[src/rtl/dac_slew_limiter.sv]
// rtl/dac_slew_limiter.sv - slew-rate limited, clamped DAC code generator
module dac_slew_limiter #(
  parameter int IN_WIDTH  = 24,
  parameter int OUT_WIDTH = 20,
  parameter int DIV_WIDTH = 12
) (
  input  logic                 clk_in,
  input  logic                 rst_in,
  input  logic [IN_WIDTH-1:0]  data_in,
  input  logic                 data_valid_in,
  input  logic [OUT_WIDTH-1:0] step_in,
  input  logic [DIV_WIDTH-1:0] div_in,
  input  logic [OUT_WIDTH-1:0] min_in,
  input  logic [OUT_WIDTH-1:0] max_in,
  input  logic                 hold_in,
  output logic [OUT_WIDTH-1:0] dac_out,
  output logic                 update_out,
  output logic                 sat_out,
  output logic                 slewing_out
);

  localparam int SHIFT = IN_WIDTH - OUT_WIDTH;

  typedef enum logic [1:0] {IDLE, SLEW, HOLD} state_t;

  state_t                 state;
  logic [OUT_WIDTH-1:0]   target;
  logic [DIV_WIDTH-1:0]   count;

  logic signed [OUT_WIDTH-1:0] scaled;
  logic signed [OUT_WIDTH-1:0] lo;
  logic signed [OUT_WIDTH-1:0] hi;
  logic signed [OUT_WIDTH-1:0] clamped;
  logic                        clipped;
  logic                        unused_low_bits;

  // Dropping the low bits of a two's-complement value is a floor shift.
  assign scaled          = data_in[IN_WIDTH-1:SHIFT];
  assign unused_low_bits = ^data_in[SHIFT-1:0];
  assign lo              = min_in;
  assign hi              = max_in;

  always_comb begin
    clamped = scaled;
    if (lo > hi)          clamped = lo;
    else if (scaled < lo) clamped = lo;
    else if (scaled > hi) clamped = hi;
    clipped = (clamped != scaled);
  end

  logic signed [OUT_WIDTH:0] diff;
  logic [OUT_WIDTH:0]        mag;
  logic [OUT_WIDTH-1:0]      stepped;
  logic [OUT_WIDTH-1:0]      dac_next;
  logic [OUT_WIDTH-1:0]      target_next;
  logic                      tick;
  logic                      move;

  // One extra bit keeps the difference exact across the full code range.
  always_comb begin
    diff = $signed({target[OUT_WIDTH-1], target}) - $signed({dac_out[OUT_WIDTH-1], dac_out});
    mag  = diff[OUT_WIDTH] ? -diff : diff;
    if (mag <= {1'b0, step_in}) stepped = target;
    else if (diff[OUT_WIDTH])   stepped = dac_out - step_in;
    else                        stepped = dac_out + step_in;
  end

  assign tick = (count == '0);

  always_comb begin
    move = 1'b0;
    case (state)
      IDLE:    move = 1'b0;
      SLEW:    move = tick && !hold_in;
      HOLD:    move = tick && !hold_in && slewing_out;
      default: move = 1'b0;
    endcase
  end

  assign dac_next    = move ? stepped : dac_out;
  assign target_next = data_valid_in ? clamped : target;

  always_ff @(posedge clk_in or negedge rst_in) begin
    if (!rst_in) begin
      state       <= IDLE;
      target      <= '0;
      count       <= '0;
      dac_out     <= '0;
      update_out  <= 1'b0;
      sat_out     <= 1'b0;
      slewing_out <= 1'b0;
    end else begin
      count       <= tick ? div_in : count - 1'b1;
      target      <= target_next;
      dac_out     <= dac_next;
      update_out  <= (dac_next != dac_out);
      slewing_out <= (dac_next != target_next);
      if (data_valid_in) sat_out <= clipped;
      if (hold_in)                     state <= HOLD;
      else if (dac_next != target_next) state <= SLEW;
      else                             state <= IDLE;
    end
  end

endmodule

[config.mk]
export PLATFORM = sky130hd
export DESIGN_NAME = dac_slew_limiter
export DESIGN_NICKNAME = d
export VERILOG_FILES = /design/src/rtl/dac_slew_limiter.sv
export SDC_FILE = /design/constraint.sdc
export NUM_CORES = 1
export LEC_CHECK = 0
export ABC_AREA = 0
export BUFFER_PORTS_ARGS = -buffer_cell sky130_fd_sc_hd__buf_2
export CORE_MARGIN = 5
export CORE_UTILIZATION = 60
export DETAILED_ROUTE_END_ITERATION = 8
export GPL_ROUTABILITY_DRIVEN = 0
export PLACE_DENSITY = 0.82
export SETUP_SLACK_MARGIN = 0.5
export SYNTH_ARGS = -nofsm -noshare
export SYNTH_HDL_FRONTEND = slang
export SYNTH_SLANG_ARGS = --single-unit
[constraint.sdc]
create_clock -name clk_in -period 15.57 [get_ports clk_in]
set_input_delay 3.8925 -clock clk_in [delete_from_list [all_inputs] [get_ports clk_in]]
set_output_delay 3.8925 -clock clk_in [all_outputs]
set_load 0.01 [all_outputs]
==> out/results.tsv <==
stage	metric	value	unit
timing	period_share	0.5941	
floorplan	num_rows	47	
worst_setup_path	crit_path_top_delay_cell	a2111oi_0	
worst_setup_path	reg2reg_slack	6.76	ns
timing	setup_tns	0	ns
power_and_ir_drop	ir_worst_vdd	0.1020	mV
floorplan	die_y	138.4	um
worst_setup_path	path_delay_family	simple AND/OR/NAND/NOR gates	
worst_setup_path	crit_start	data_in[23]	
finish	nets	1613	
timing	rsz0062_at_grt	false	
floorplan	die-area	0.01915	sq mm
floorplan	die-width	138.4	um
worst_setup_path	slowest_delay	0.85	ns
timing	worst_pin_slew	0.9584	ns
timing	finalSetupViolations	0	
synth	synthSimpleGateAreaFrac	0.2117	
worst_setup_path	worstRegToRegCells	25	
clock_tree	cts_buffers	9	
clock_tree	post_cts.repair.setup_buffers	0	
finish	drive_gt1_frac	0.1364	
clock_tree	ctsResizeCount	0	
worst_setup_path	crit_fanout	14	
finish	antenna_cells	0	
synth	synth_compound_area_frac	0.2670	
global_route	grt_max_degree	58	
synth	synthMuxAreaShare	0.04112	
worst_setup_path	worstSetupPathType	in2reg	
detailed_routing	vias	10480	
synth	synth-xor-area-share	0.1099	
global_route	grt_pass1_wl	48610	um
power_and_ir_drop	power_density	132.1	mW/mm^2
power_and_ir_drop	switching_share	0.5054	
worst_setup_path	crit_buf_inv	2	
timing	slew_violations	0	
worst_setup_path	worstPathRequired	15.80	ns
synth	synthesis.nets	1527	
clock_tree	cts_tree	done	
power_and_ir_drop	p_int	0.0007122	W
synth	synthArstFlopShare	1.000	
worst_hold_path	min_from	count[0]$_DFF_PN0_	
worst_setup_path	crit_chain	buf_2 -> ha_1 -> nand2_1 -> a21oi_1 -> a2111oi_0 -> and3_1 -> mux2i_2 -> buf_4 -> mux2_2 -> a221oi_1 -> xnor2_1 -> nor2_1 -> a211oi_1 -> nand4_1 -> or4_4 -> nor2b_4	
worst_hold_path	hp-class	reg2reg	
worst_setup_path	cp-end-kind	register	
synth	yosys_warnings	0	
synth	synth_top_family_by_area	compound AO/OA/AOI/OAI gates	
power_and_ir_drop	power_frac_comb	0.716	
global_route	antenna_found_initial	0	
power_and_ir_drop	pwr-share-seq	0.146	
clock_tree	cts-root-buf	clkbuf_16	
floorplan	start_util	0.6049	
timing	finalHoldViolations	0	
detailed_routing	via_per_inst	6.498	
placement	portBuffers	118	
detailed_routing	firstDrtPassIters	6	
clock_tree	clk_latency	0.33	ns
global_route	grt_pass1_vias	9960	
synth	synth_adder_area_share	0.1597	
synth	synth_edf_count	0	
synth	netlist_instances	1302	
outcome	status	finished, final reports clean	
finish	final_area	0.01090	sq mm
detailed_routing	drtIter0Drc	910	
timing	finalCriticalPeriod	9.250	ns
synth	ys_ff_latch	57	
worst_setup_path	r2r-end	state[0]$_DFF_PN0_	
finish	fillers	1439	
detailed_routing	wl	30590	um
clock_tree	cts-htree-levels	3	
floorplan	pin_count	123	
synth	ys_types	83	
placement	dpl.hpwl	24600	um
detailed_routing	wl_per_cell	18.96	um
placement	dpl-instance-area	0.01061	sq mm
worst_setup_path	timing.rr.start	dac_out[1]$_DFF_PN0_	
detailed_routing	ant_nets	0	
worst_setup_path	crit_arrival	9.48	ns
worst_setup_path	start_kind	input pin	
detailed_routing	drc	0	
synth	synth_area_per_cell	7.596	sq um
global_route	grt_overflow	0	
clock_tree	cts.sinks	57	
synth	yosysSeqAreaShare	0.1442	
timing	clock_skew	0.006074	ns
synth	syn_area	0.009889	sq mm
clock_tree	holdBufCountCts	0	
worst_hold_path	holdPathStages	1	
clock_tree	cts_buffer_depth	2	
floorplan	core	0.01635	sq mm
power_and_ir_drop	switchingPower	0.0007278	W
worst_hold_path	min_to	count[0]$_DFF_PN0_	
job	drv_cap	0	
finish	areaGrowthSynthToFinish	10.26	%
timing	slew_headroom	0.3445	
power_and_ir_drop	clkPwrFrac	0.137	
timing	fmaxAchievable	108.1	MHz
synth	yosys_most_used_dff	dfrtp_1	
power_and_ir_drop	leakage	5.122	nW
clock_tree	clk_pin_slew	0.05	ns
global_route	grt_use_total	0.3054	
[layout make-up]
| type | count | area [sq um] | share of cell area |
|---|---|---|---|
| flip-flops and latches | 57 | 1426 | 0.1308 |
| inverters | 107 | 401.6 | 0.03683 |
| clock inverters | 6 | 57.56 | 0.005278 |
| multi-input cells | 1085 | 7839 | 0.7189 |
| clock buffers | 10 | 239.0 | 0.02192 |
| repair buffers | 128 | 665.6 | 0.06104 |
| well taps | 220 | 275.3 | 0.02524 |
[cell usage after synthesis (5+ instances only)]
cell type / n / area share
nand2b_1: 15 / 0.0095
dfrtp_1: 57 / 0.14
o31a_1: 7 / 0.0062
a31oi_1: 26 / 0.016
or2_2: 5 / 0.0032
o41ai_1: 7 / 0.0062
and3_1: 14 / 0.0089
o21bai_1: 5 / 0.0038
buf_4: 6 / 0.0046
nand4_1: 25 / 0.016
mux2_2: 16 / 0.018
xnor2_1: 74 / 0.066
a22oi_1: 9 / 0.0068
nor3_1: 47 / 0.024
nor4_1: 14 / 0.0089
o21a_1: 7 / 0.0053
a211oi_1: 27 / 0.020
nor2b_1: 14 / 0.0089
o31ai_1: 15 / 0.011
mux2i_1: 19 / 0.019
o22ai_1: 7 / 0.0044
inv_1: 107 / 0.041
a22o_1: 5 / 0.0044
ha_1: 123 / 0.16
or3_1: 16 / 0.010
nand3_1: 40 / 0.020
and2_1: 10 / 0.0063
and4_1: 5 / 0.0044
a221o_1: 7 / 0.0071
a211o_1: 5 / 0.0044
a21o_1: 33 / 0.025
xor2_1: 45 / 0.040
a221oi_1: 10 / 0.0089
clkbuf_1: 40 / 0.015
or4_1: 7 / 0.0053
nand2_1: 91 / 0.035
o21ai_0: 60 / 0.030
a21oi_1: 98 / 0.050
nor2_1: 103 / 0.039
o211ai_1: 10 / 0.0076
[layout by cell type, fill, tap and decap left out, types with 9 or more instances in the layout]
| cell type | instances |
|---|---|
| a211oi_1 | 26 |
| a21o_1 | 33 |
| a21oi_1 | 98 |
| a221oi_1 | 10 |
| a22oi_1 | 9 |
| a31oi_1 | 26 |
| and2_1 | 10 |
| and3_1 | 14 |
| buf_2 | 118 |
| buf_4 | 10 |
| clkbuf_16 | 9 |
| dfrtp_1 | 57 |
| ha_1 | 123 |
| inv_1 | 107 |
| mux2_2 | 16 |
| mux2i_1 | 18 |
| nand2_1 | 91 |
| nand2b_1 | 15 |
| nand3_1 | 40 |
| nand4_1 | 25 |
| nor2_1 | 103 |
| nor2b_1 | 14 |
| nor3_1 | 46 |
| nor4_1 | 14 |
| o211ai_1 | 10 |
| o21ai_0 | 60 |
| o31ai_1 | 14 |
| or3_1 | 16 |
| xnor2_1 | 74 |
| xor2_1 | 45 |
[flip-flops by register name, indices dropped and copies added, names as in the netlist]
name and count:
dac_out 20, target 20, count 12, state 2, sat_out 1, slewing_out 1, update_out 1
[worst max-delay path by stage]
stage                     cells after the start                  to
final                                        16  state[0]$_DFF_PN0_
after global routing                         16  state[0]$_DFF_PN0_
after CTS                                    16  state[0]$_DFF_PN0_
after detailed placement                     16  state[0]$_DFF_PN0_
after global placement                       16  state[0]$_DFF_PN0_
after floorplan                              19  state[0]$_DFF_PN0_
[metrics by stage]
step / power, W / utilization / hold WS [ns] / worst slack, ns / cells
finish: 0.001440 / 0.6670 / 0.4820 / 6.321 / 1613
global route: 0.001540 / 0.6670 / 0.5163 / 5.964 / 1613
CTS: 0.001416 / 0.6670 / 0.4904 / 6.322 / 1613
detailed placement: 0.001212 / 0.6489 / 0.4835 / 5.987 / 1597
global placement: 0.001189 / 0.6489 / 0.4630 / 6.015 / 1597
floorplan: 0.0009900 / - / 0.4389 / 7.337 / 1302
[power by group through the flow]
stage | sequential, W | combinational [W] | clock [W]
final | 0.000211 | 0.00103 | 0.000198
after global routing | 0.000214 | 0.00112 | 0.000205
after CTS | 0.000209 | 0.00101 | 0.000199
after detailed placement | 0.000211 | 0.00100 | 0
after global placement | 0.000209 | 0.000980 | 0
after floorplan | 0.000199 | 0.000791 | 0
[metal layers]
layer,vias up,track usage,part of all wire
met5,-,0,0
met4,0,0.1581,0.056
met3,135,0.04109,0.083
met2,568,0.5131,0.46
met1,4808,0.3831,0.40
li1,4970,-,-
[kinds of logic (layout without fill, tap and decap cells)]
| logic type | Yosys count | count (layout) |
|---|---|---|
| adders and majority gates | 125 | 125 |
| muxes | 37 | 37 |
| xor gates and xnor gates | 121 | 121 |
| DFF | 57 | 57 |
| and+or+nand+nor | 416 | 416 |
| buffers and inverters | 160 | 251 |
| AOI/OAI and AO/OA | 386 | 386 |
Power figures use the tool's default switching activity.
